## config.mk

```make
export PLATFORM = sky130hd
export DESIGN_NAME = lock_access_ctrl
export DESIGN_NICKNAME = d
export VERILOG_FILES = /design/src/rtl/lock_access_ctrl.sv
export SDC_FILE = /design/constraint.sdc
export NUM_CORES = 1
export LEC_CHECK = 0
export BUFFER_PORTS_ARGS = -buffer_cell sky130_fd_sc_hd__buf_2
export CAP_MARGIN = 20
export CORE_UTILIZATION = 50
export CTS_CLUSTER_DIAMETER = 100
export DETAILED_ROUTE_END_ITERATION = 12
export PLACE_DENSITY_LB_ADDON = 0.3
export SLEW_MARGIN = 0
export SYNTH_ARGS = -nofsm -noshare
export SYNTH_HDL_FRONTEND = slang
export SYNTH_SLANG_ARGS = --single-unit
```

## constraint.sdc

```tcl
create_clock -name clk_in -period 6 [get_ports clk_in]
set_input_delay 0.6 -clock clk_in [delete_from_list [all_inputs] [get_ports clk_in]]
set_output_delay 0.6 -clock clk_in [all_outputs]
set_load 0.005 [all_outputs]
```

## src/rtl/lock_access_ctrl.sv

```systemverilog
// Keypad access controller: collects PIN digits, checks them against the stored password,
// sequences the door-lock timer and services password programming. Optional macro: LOCK_DIGIT_TIMEOUT_EN.
module lock_access_ctrl #(
    parameter int unsigned PW_LEN        = 4,
    parameter logic [31:0] DEFAULT_PW    = 32'h0000_1234,
    parameter int unsigned DIGIT_TIMEOUT = 5
) (
    input  logic       clk_in,
    input  logic       reset,
    input  logic       tick_1hz,
    input  logic       key_valid,
    input  logic [3:0] key_code,
    output logic       key_ready,
    input  logic [2:0] timer_state,
    output logic       enb_lock,
    output logic       gen_stop,
    output logic [2:0] error_counter,
    output logic       pw_update_done,
    output logic [2:0] ctrl_state
);

    localparam int unsigned PW_W  = PW_LEN * 4;
    localparam int unsigned CNT_W = $clog2(PW_LEN + 1);

    localparam logic [3:0] KEY_ENTER  = 4'hA;
    localparam logic [3:0] KEY_CLEAR  = 4'hB;
    localparam logic [2:0] TS_IDLE    = 3'd0;
    localparam logic [2:0] TS_NEW     = 3'd4;
    localparam logic [2:0] TS_WRONG   = 3'd6;
    localparam logic [2:0] TS_WARNING = 3'd7;

    typedef enum logic [2:0] {
        COLLECT = 3'd0,
        CHECK   = 3'd1,
        GRANT   = 3'd2,
        PROG    = 3'd3,
        DENY    = 3'd4,
        RELEASE = 3'd5
    } state_t;

    state_t            state_q, state_d;
    logic [PW_W-1:0]   buf_q, buf_d;
    logic [PW_W-1:0]   pw_q, pw_d;
    logic [CNT_W-1:0]  cnt_q, cnt_d;
    logic              ovf_q, ovf_d;
    logic              seen_q, seen_d;
    logic [2:0]        err_d;
    logic              done_d;
    logic              key_acc;
    logic              full;

`ifdef LOCK_DIGIT_TIMEOUT_EN
    localparam int unsigned TMO_W = $clog2(DIGIT_TIMEOUT + 1);
    logic [TMO_W-1:0]  tmo_q, tmo_d;
`else
    logic unused_ok;
    assign unused_ok = ^{tick_1hz, DIGIT_TIMEOUT[0]};
`endif

    assign key_acc = key_valid && key_ready;
    assign full    = (cnt_q == CNT_W'(PW_LEN));

    // Next-state, datapath and error-count update
    always_comb begin
        state_d = state_q;
        buf_d   = buf_q;
        pw_d    = pw_q;
        cnt_d   = cnt_q;
        ovf_d   = ovf_q;
        seen_d  = seen_q;
        err_d   = error_counter;
        done_d  = 1'b0;
`ifdef LOCK_DIGIT_TIMEOUT_EN
        tmo_d   = '0;
`endif
        case (state_q)
            COLLECT, PROG: begin
                if (state_q == PROG && timer_state == TS_IDLE) begin
                    state_d = COLLECT;
                    buf_d   = '0;
                    cnt_d   = '0;
                    ovf_d   = 1'b0;
                end else begin
`ifdef LOCK_DIGIT_TIMEOUT_EN
                    // Idle ticks only count with a partial entry; an accepted key restarts the count
                    tmo_d = tmo_q;
                    if (key_acc || cnt_q == '0) begin
                        tmo_d = '0;
                    end else if (tick_1hz) begin
                        if (tmo_q == TMO_W'(DIGIT_TIMEOUT - 1)) begin
                            tmo_d = '0;
                            buf_d = '0;
                            cnt_d = '0;
                            ovf_d = 1'b0;
                        end else begin
                            tmo_d = tmo_q + TMO_W'(1);
                        end
                    end
`endif
                    if (key_acc) begin
                        if (key_code <= 4'd9) begin
                            if (full) begin
                                ovf_d = 1'b1;
                            end else begin
                                for (int unsigned i = 0; i < PW_LEN; i++) begin
                                    if (cnt_q == CNT_W'(i)) buf_d[(PW_LEN-1-i)*4 +: 4] = key_code;
                                end
                                cnt_d = cnt_q + CNT_W'(1);
                            end
                        end else if (key_code == KEY_CLEAR) begin
                            buf_d = '0;
                            cnt_d = '0;
                            ovf_d = 1'b0;
                        end else if (key_code == KEY_ENTER) begin
                            if (state_q == COLLECT) begin
                                state_d = CHECK;
                            end else begin
                                if (full && !ovf_q) begin
                                    pw_d    = buf_q;
                                    done_d  = 1'b1;
                                    state_d = GRANT;
                                end
                                buf_d = '0;
                                cnt_d = '0;
                                ovf_d = 1'b0;
                            end
                        end
                    end
                end
            end
            CHECK: begin
                if (full && !ovf_q && buf_q == pw_q) begin
                    err_d   = 3'd0;
                    state_d = GRANT;
                end else begin
                    if (error_counter != 3'd7) err_d = error_counter + 3'd1;
                    state_d = DENY;
                end
                buf_d = '0;
                cnt_d = '0;
                ovf_d = 1'b0;
            end
            GRANT: begin
                if (timer_state != TS_IDLE) seen_d = 1'b1;
                if (timer_state == TS_NEW) begin
                    state_d = PROG;
                end else if (seen_q && timer_state == TS_IDLE) begin
                    state_d = COLLECT;
                end
            end
            DENY: begin
                if (timer_state == TS_WRONG || timer_state == TS_WARNING) state_d = RELEASE;
            end
            RELEASE: begin
                if (timer_state == TS_IDLE) state_d = COLLECT;
            end
            default: state_d = COLLECT;
        endcase
        if (state_d != GRANT && state_d != PROG) seen_d = 1'b0;
    end

    // State and registered outputs, decoded from the next state
    always_ff @(posedge clk_in) begin
        if (reset) begin
            state_q        <= COLLECT;
            buf_q          <= '0;
            pw_q           <= DEFAULT_PW[PW_W-1:0];
            cnt_q          <= '0;
            ovf_q          <= 1'b0;
            seen_q         <= 1'b0;
            key_ready      <= 1'b1;
            enb_lock       <= 1'b0;
            gen_stop       <= 1'b0;
            error_counter  <= 3'd0;
            pw_update_done <= 1'b0;
            ctrl_state     <= 3'd0;
`ifdef LOCK_DIGIT_TIMEOUT_EN
            tmo_q          <= '0;
`endif
        end else begin
            state_q        <= state_d;
            buf_q          <= buf_d;
            pw_q           <= pw_d;
            cnt_q          <= cnt_d;
            ovf_q          <= ovf_d;
            seen_q         <= seen_d;
            key_ready      <= (state_d == COLLECT) || (state_d == PROG);
            enb_lock       <= (state_d == GRANT) || (state_d == PROG);
            gen_stop       <= (state_d == DENY);
            error_counter  <= err_d;
            pw_update_done <= done_d;
            ctrl_state     <= state_d;
`ifdef LOCK_DIGIT_TIMEOUT_EN
            tmo_q          <= tmo_d;
`endif
        end
    end

endmodule

```

==> results of run 1 <==
metal layers:
| metal | up-vias | GRT usage | wire, microns |
|---|---|---|---|
| met2 | 31 | 0.3090 | 2132 |
| met3 | 6 | 0.03376 | 128 |
| met5 | - | 0 | 0 |
| met4 | 0 | 0.08497 | 72 |
| met1 | 888 | 0.2696 | 2412 |
| li1 | 999 | - | - |
cells in the mapped netlist (all sizes together), types with 2 or more instances:
library cell	number	area share
nor2	11	0.017
a31oi	2	0.0052
ha	7	0.036
nor2b	3	0.0078
nand2b	19	0.049
buf	5	0.018
o211ai	3	0.0093
clkbuf	6	0.0093
nand2	41	0.064
o211a	2	0.0083
nand3b	8	0.026
a21oi	19	0.039
dfxtp	47	0.39
inv	6	0.0093
xor2	14	0.051
nand3	5	0.010
or3	3	0.0078
o31ai	3	0.0093
o21ai	11	0.023
nor4	6	0.016
o21a	5	0.016
and2	2	0.0052
nor3	10	0.023
and2b	2	0.0072
xnor2	3	0.011
o21ba	2	0.0083
a21o	2	0.0062
mux2i	17	0.070
worst register-to-register path: cells and delay by family (launching register included):
kind            cells  cell delay, ns
flops               1            0.34
compound gates      1            0.07
buf+inv             1            0.12
simple gates        4            1.48
fa+ha+maj           1            0.22
report_power, final:
part | internal (mW) | switching (mW)
combinational | 0.0367 | 0.0456
sequential | 0.323 | 0.0105
clock | 0.0850 | 0.116
total | 0.445 | 0.172
final timing paths:
| kind | slack (ns) | start | endpoint |
|---|---|---|---|
| min reg2reg | 0.47 | pw_q[8] | pw_q[8] |
| max | 3.64 | cnt_q[0] | pw_q[6] |
| min | 0.47 | pw_q[8] | pw_q[8] |
| max reg2reg | 3.64 | cnt_q[0] | pw_q[6] |
state kept, by name, indices dropped and copies added, names as in the netlist:
| name | cells |
|---|---|
| enb_lock | 1 |
| ovf_q | 1 |
| error_counter | 3 |
| buf_q | 16 |
| state_q | 3 |
| gen_stop | 1 |
| key_ready | 1 |
| pw_update_done | 1 |
| cnt_q | 3 |
| seen_q | 1 |
| pw_q | 16 |
logic make-up (layout without fill, tap and decap cells):
logic type,after synthesis,in the layout,synth area share
buffers and inverters,17,34,0.03669
xor gates and xnor gates,17,17,0.06150
muxes,18,18,0.07493
adders and majority gates,7,7,0.03617
and+or+nand+nor,114,114,0.2455
AOI/OAI and AO/OA,58,58,0.1566
DFF,47,47,0.3886
final cells by class:
| cell class | instances | area [sq um] | area share |
|---|---|---|---|
| multi-input combinational | 214 | 1391 | 0.5310 |
| timing repair buffer | 20 | 106.4 | 0.04059 |
| clock inverter | 3 | 25.02 | 0.009551 |
| sequential | 47 | 940.9 | 0.3591 |
| clock buffer | 5 | 68.82 | 0.02627 |
| inverter | 6 | 22.52 | 0.008596 |
| tap | 52 | 65.06 | 0.02483 |
per-stage QoR:
stage / setup slack (ns) / cells / hold WS, ns
finish: 3.639 / 347 / 0.4706
global route: 3.481 / 347 / 0.4916
CTS: 3.456 / 346 / 0.4707
detailed placement: 3.409 / 338 / 0.4586
global placement: 3.463 / 338 / 0.4535
floorplan: 3.932 / 278 / 0.4478
==> results.txt, run 1 <==
----------------------------------------------------
[Setup path]
  Top cell family by delay on the critical path ... simple AND/OR/NAND/NOR gates
  Data required time at the worst endpoint ... 6.17 ns
  Total number of cells along the worst setup path ... 7
  Reg2reg path depth ... 7
  Sequence of cells on the critical path ... inv_1 -> ha_1 -> nand3b_1 -> or4_4 -> or3_1 -> nand2_1 -> a21oi_1
  Max Fanout on Critical Path ... 17
  Max stage delay cell, worst path ... sky130_fd_sc_hd__or3_1
  Worst setup EP type ... flop
  Critical Path AT ... 2.53 ns
  Number of buffers and inverters on the critical path ... 1
  Worst Path Class, Setup ... flop to flop
  Maximum cell stage delay along the critical path ... 0.61 ns
  Launching element type of the critical path ... flop

[Global routing]
  Antenna violations before repair ... 0
  Grt ovf ... 0
  Largest net degree at the start of global routing ... 53
  Wire length of the first global-routing pass ... 7769 microns
  Vias in the first global route ... 1686
  Global Route Usage Sum ... 0.1971

[Pwr]
  Total power consumption of the routed design ... 0.6170 mW
  Worst vdd rail ir drop ... 0.1660 mV
  Power Dens Cells ... 235.5 nW/um^2
  Static Leakage ... 1.049 nW

[Placement]
  Number of buffer cells added on primary ports ... 19
  Area after DPL ... 2515 sq um
  Global placement routability congestion ... 0.8838
  Detailed placer's ending HPWL ... 3338 microns

[Route]
  Aggregate routed wire length ... 4746 microns
  DRC Markers ... 0
  1st-iter DRT viols ... 109
  Total number of vias ... 1924
  Final routed wire length divided by cell count ... 13.68 microns
  Post-detailed-route via-to-cell ratio ... 5.545
  First-pass DRT Iterations ... 4
  Count of antenna-violating nets left after detailed routing ... 0

[Clock tree]
  Clock Pin Slew Worst Setup and Hold Paths ... 0.10 ns
  Root buffer cell ... sky130_fd_sc_hd__clkbuf_8
  Total clock buffers created by CTS ... 5
  H-tree depth ... 2
  Post-CTS sizing ... 0
  Number of clock sinks ... 47
  Number of buffers inserted by hold repair at cts ... 0
  TritonCTS clock tree ... built
  Number of buffers on the longest clock path ... 2
  Setup bufs post-CTS ... 0
  Clock network latency to the later pin of the worst-skew pair ... 0.31 ns

[Floorplanning]
  Die Outline Area ... 5124 sq um
  Initial Util ... 0.5375
  Area of the core ... 4504 sq um
  Die extent in y ... 71.59 microns
  Horizontal die dimension ... 71.59 microns
  I/O pin cnt ... 21
  Number of rows created at floorplan ... 24

[Final layout]
  Summed area of non-filler cells in the final layout ... 2620 sq um
  Share of layout cells above drive strength 1 ... 0.1322
  Layout Area Growth over Synthesis ... 8.217%
  Post-Route Utilization ... 0.5817
  Total Nets Final ... 312
  Most frequent cells in the layout ... sky130_fd_sc_hd__dfxtp_1, sky130_fd_sc_hd__nand2_1, sky130_fd_sc_hd__a21oi_1, sky130_fd_sc_hd__nand2b_1, sky130_fd_sc_hd__buf_2
  Total inserted antenna cells ... 0
  Most common cell after layout, fill and taps aside ... sky130_fd_sc_hd__dfxtp_1
  Number of fill cells ... 410

[Run status]
  Outcome ... finished, final reports clean

[Synth]
  Post-synthesis net count ... 296
  Area of the mapped netlist ... 2421 sq um
  EDFF count, synth ... 0
  Avg Inst Size Synth ... 8.709 sq um
  Yosys warns ... 0
  Synth Flop Type ... sky130_fd_sc_hd__dfxtp_1
  Post-Syn Instances ... 278
  Count of distinct cell types in the synthesized netlist ... 47
  Count of state elements after synthesis ... 47
  Post-synthesis sequential area ratio ... 0.3886
  Post-synth ARST share ... 0

[Timing]
  Unrepaired setup endpoints after global routing ... false
  Final count of negative-setup-slack endpoints ... 0
  Share of the clock period used by the worst path ... 0.3936
  Tmin final ... 2.361 ns
  Tightest Pin Transition ... 0.8064 ns
  Final clock skew ... 0.01334 ns
  Headroom to the max-slew limit ... 0.4624
  Maximum frequency from static timing analysis ... 423.5 MHz
  Setup TNS ... 0 ns
  Endpoints failing hold ... 0
  Final count of pins violating max slew ... 0

[Min path]
  Kind of path behind the tightest hold check ... flop to flop
  Number of stages on the worst hold path ... 2

[Job]
  Count of maximum capacitance violations ... 0

----------------------------------------------------
No activity file was read; power rests on OpenSTA's default activity.
==> run 2, diff against run 1 <==
Clock period 6 ns to 2 ns, I/O delays scaled along.
==> run 2 against run 1 <==
The run now ends with setup timing left. Worst setup slack lost 3.7 ns. First-iteration DRC count grew 34%. Worst hold slack lost 0.27 ns. Die area is the same. Critical endpoint is now pw_q[0].
==> results.txt, run 2 (same netlist as run 1, synthesis figures left out) <==
----------------------------------------------------
[Run status]
  Outcome ... complete, but fails checks
  Violations in the final reports ... setup timing

[Clock tree]
  Number of buffers inserted by hold repair at cts ... 0 (unchanged)
  Total clock buffers created by CTS ... 5 (unchanged)
  Clock Pin Slew Worst Setup and Hold Paths ... 0.09 ns (about the same)
  Clock network latency to the later pin of the worst-skew pair ... 0.30 ns (about the same)
  Number of buffers on the longest clock path ... 2 (unchanged)
  Number of clock sinks ... 47 (unchanged)
  H-tree depth ... 2 (unchanged)
  Root buffer cell ... sky130_fd_sc_hd__clkbuf_8
  TritonCTS clock tree ... built

[Placement]
  Worst slack after detailed placement ... 0.008673 ns (-3.400 ns)
  Number of buffer cells added on primary ports ... 19 (unchanged)
  Area after DPL ... 2655 sq um (+5.6%)
  Global placement routability congestion ... 0.8507 (-3.7%)
  Detailed placer's ending HPWL ... 3598 microns (+7.8%)

[Floorplanning]
  Number of rows created at floorplan ... 24 (unchanged)
  Area of the core ... 4504 sq um (unchanged)
  Horizontal die dimension ... 71.59 microns (unchanged)
  Initial Util ... 0.5375 (unchanged)
  I/O pin cnt ... 21 (unchanged)
  Die Outline Area ... 5124 sq um (unchanged)
  Die extent in y ... 71.59 microns (unchanged)

[Route]
  1st-iter DRT viols ... 146 (+34%)
  Count of antenna-violating nets left after detailed routing ... 0 (unchanged)
  DRC Markers ... 0 (unchanged)
  Post-detailed-route via-to-cell ratio ... 5.636 (+1.6%)
  Final routed wire length divided by cell count ... 14.64 microns (+7.0%)
  Total number of vias ... 2057 (+6.9%)
  First-pass DRT Iterations ... 5 (+1)
  Aggregate routed wire length ... 5342 microns (+13%)

[Timing]
  Tightest Pin Transition ... 0.6568 ns (-0.1496 ns)
  Maximum frequency from static timing analysis ... 495.9 MHz (+17%)
  Tightest hold margin ... 0.1972 ns (-0.2733 ns)
  Final count of pins violating max slew ... 0 (unchanged)
  Endpoints failing hold ... 0 (unchanged)
  Headroom to the max-slew limit ... 0.5584 (+0.09598)
  Final clock skew ... 0.004992 ns (-0.008344 ns)
  Setup TNS ... -0.02922 ns (-0.02922 ns)
  Final setup margin ... -0.01660 ns (-3.655 ns)
  Unrepaired setup endpoints after global routing ... true
  Share of the clock period used by the worst path ... 1.008 (+0.6147)
  Final count of negative-setup-slack endpoints ... 3 (+3)
  Tmin final ... 2.017 ns (-0.3448 ns)

[Global routing]
  Vias in the first global route ... 1857 (+10%)
  Global Route Usage Sum ... 0.2171 (+0.01998)
  Antenna violations before repair ... 0 (unchanged)
  Grt ovf ... 0 (unchanged)
  Largest net degree at the start of global routing ... 24 (-55%)
  Wire length of the first global-routing pass ... 8721 microns (+12%)

[Setup path]
  Top cell family by delay on the critical path ... simple AND/OR/NAND/NOR gates
  Launching element type of the critical path ... flop
  Number of buffers and inverters on the critical path ... 2 (+1)
  Maximum cell stage delay along the critical path ... 0.54 ns (-0.07 ns)
  Sequence of cells on the critical path ... inv_2 -> ha_4 -> nand3b_1 -> or4_4 -> or3_4 -> clkbuf_16 -> nand2_1 -> a21oi_2
  Worst setup EP type ... flop
  Max stage delay cell, worst path ... sky130_fd_sc_hd__or4_4
  Worst Path Class, Setup ... flop to flop
  Critical Path AT ... 2.21 ns (-0.32 ns)
  Max Fanout on Critical Path ... 8 (-9)
  Data required time at the worst endpoint ... 2.19 ns (-3.98 ns)

[Job]
  Count of maximum capacitance violations ... 0 (unchanged)

[Pwr]
  Worst vdd rail ir drop ... 0.3711 mV (+120%)
  Total power consumption of the routed design ... 1.867 mW (+200%)
  Static Leakage ... 1.195 nW (+14%)
  Power Dens Cells ... 633.8 nW/um^2 (+170%)

[Final layout]
  Share of layout cells above drive strength 1 ... 0.2907 (+0.1585)
  Layout Area Growth over Synthesis ... 21.65%
  Total Nets Final ... 331 (+6.1%)
  Registers with the most flip-flops ... buf_q x16, pw_q x16
  Most frequent cells in the layout ... sky130_fd_sc_hd__dfxtp_1, sky130_fd_sc_hd__nand2_1, sky130_fd_sc_hd__buf_2
  Most common cell after layout, fill and taps aside ... sky130_fd_sc_hd__dfxtp_1
  Summed area of non-filler cells in the final layout ... 2945 sq um (+12%)
  Total inserted antenna cells ... 0 (unchanged)

[Min path]
  Kind of path behind the tightest hold check ... input pin to flop

----------------------------------------------------
[run 2: stage by stage]
step,util,std cells
2_1_floorplan,-,278
3_3_place_gp,0.5894,355
3_5_place_dp,0.5894,355
4_1_cts,0.6086,362
5_1_grt,0.6539,365
6_report,0.6539,365
[run 2: path summary, 6_finish.rpt]
check / from / end / slack (ns) / depth (start not counted)
max: cnt_q[0] / pw_q[0] / -0.02 / 8
min reg2reg: pw_q[8] / pw_q[8] / 0.47 / 2
min: reset / pw_q[6] / 0.20 / 2
max reg2reg: cnt_q[0] / pw_q[0] / -0.02 / 8
[run 2: worst reg2reg max path, cell delays in order (launching register included)]
cell and delay (ns):
sky130_fd_sc_hd__dfxtp_2 0.33, sky130_fd_sc_hd__inv_2 0.07, sky130_fd_sc_hd__ha_4 0.13, sky130_fd_sc_hd__nand3b_1 0.11, sky130_fd_sc_hd__or4_4 0.54, sky130_fd_sc_hd__or3_4 0.40, sky130_fd_sc_hd__clkbuf_16 0.19, sky130_fd_sc_hd__nand2_1 0.08
sky130_fd_sc_hd__a21oi_2 0.05
[run 2: repair_timing]
item	CTS	global route
gates cloned	0	2
pin swaps	0	7
setup endpoints to repair	1	41
resized for setup	1	42
setup buffers	0	1
[run 2: layout make-up]
cell class                      count  area (sq um)
Inverter                            6         22.52
Fill cell                         369          1559
Tap cell                           52         65.06
Multi-Input combinational cell    214          1525
Timing Repair Buffer               39         305.3
Clock inverter                      2         13.76
Clock buffer                        5         68.82
Sequential cell                    47         944.7
[run 2: metal layers]
layer | track usage | up-vias | routed length (microns)
li1 | - | 1039 | -
met1 | 0.2894 | 970 | 2488
met2 | 0.3556 | 43 | 2588
met3 | 0.03797 | 5 | 199
met4 | 0.07843 | 0 | 65
met5 | 0 | - | 0
[run 2: power breakdown]
part | leakage [nW] | internal, mW | switching (mW)
Sequential | 0.382 | 0.970 | 0.0311
Clock | 0.0440 | 0.240 | 0.328
Combinational | 0.770 | 0.142 | 0.156
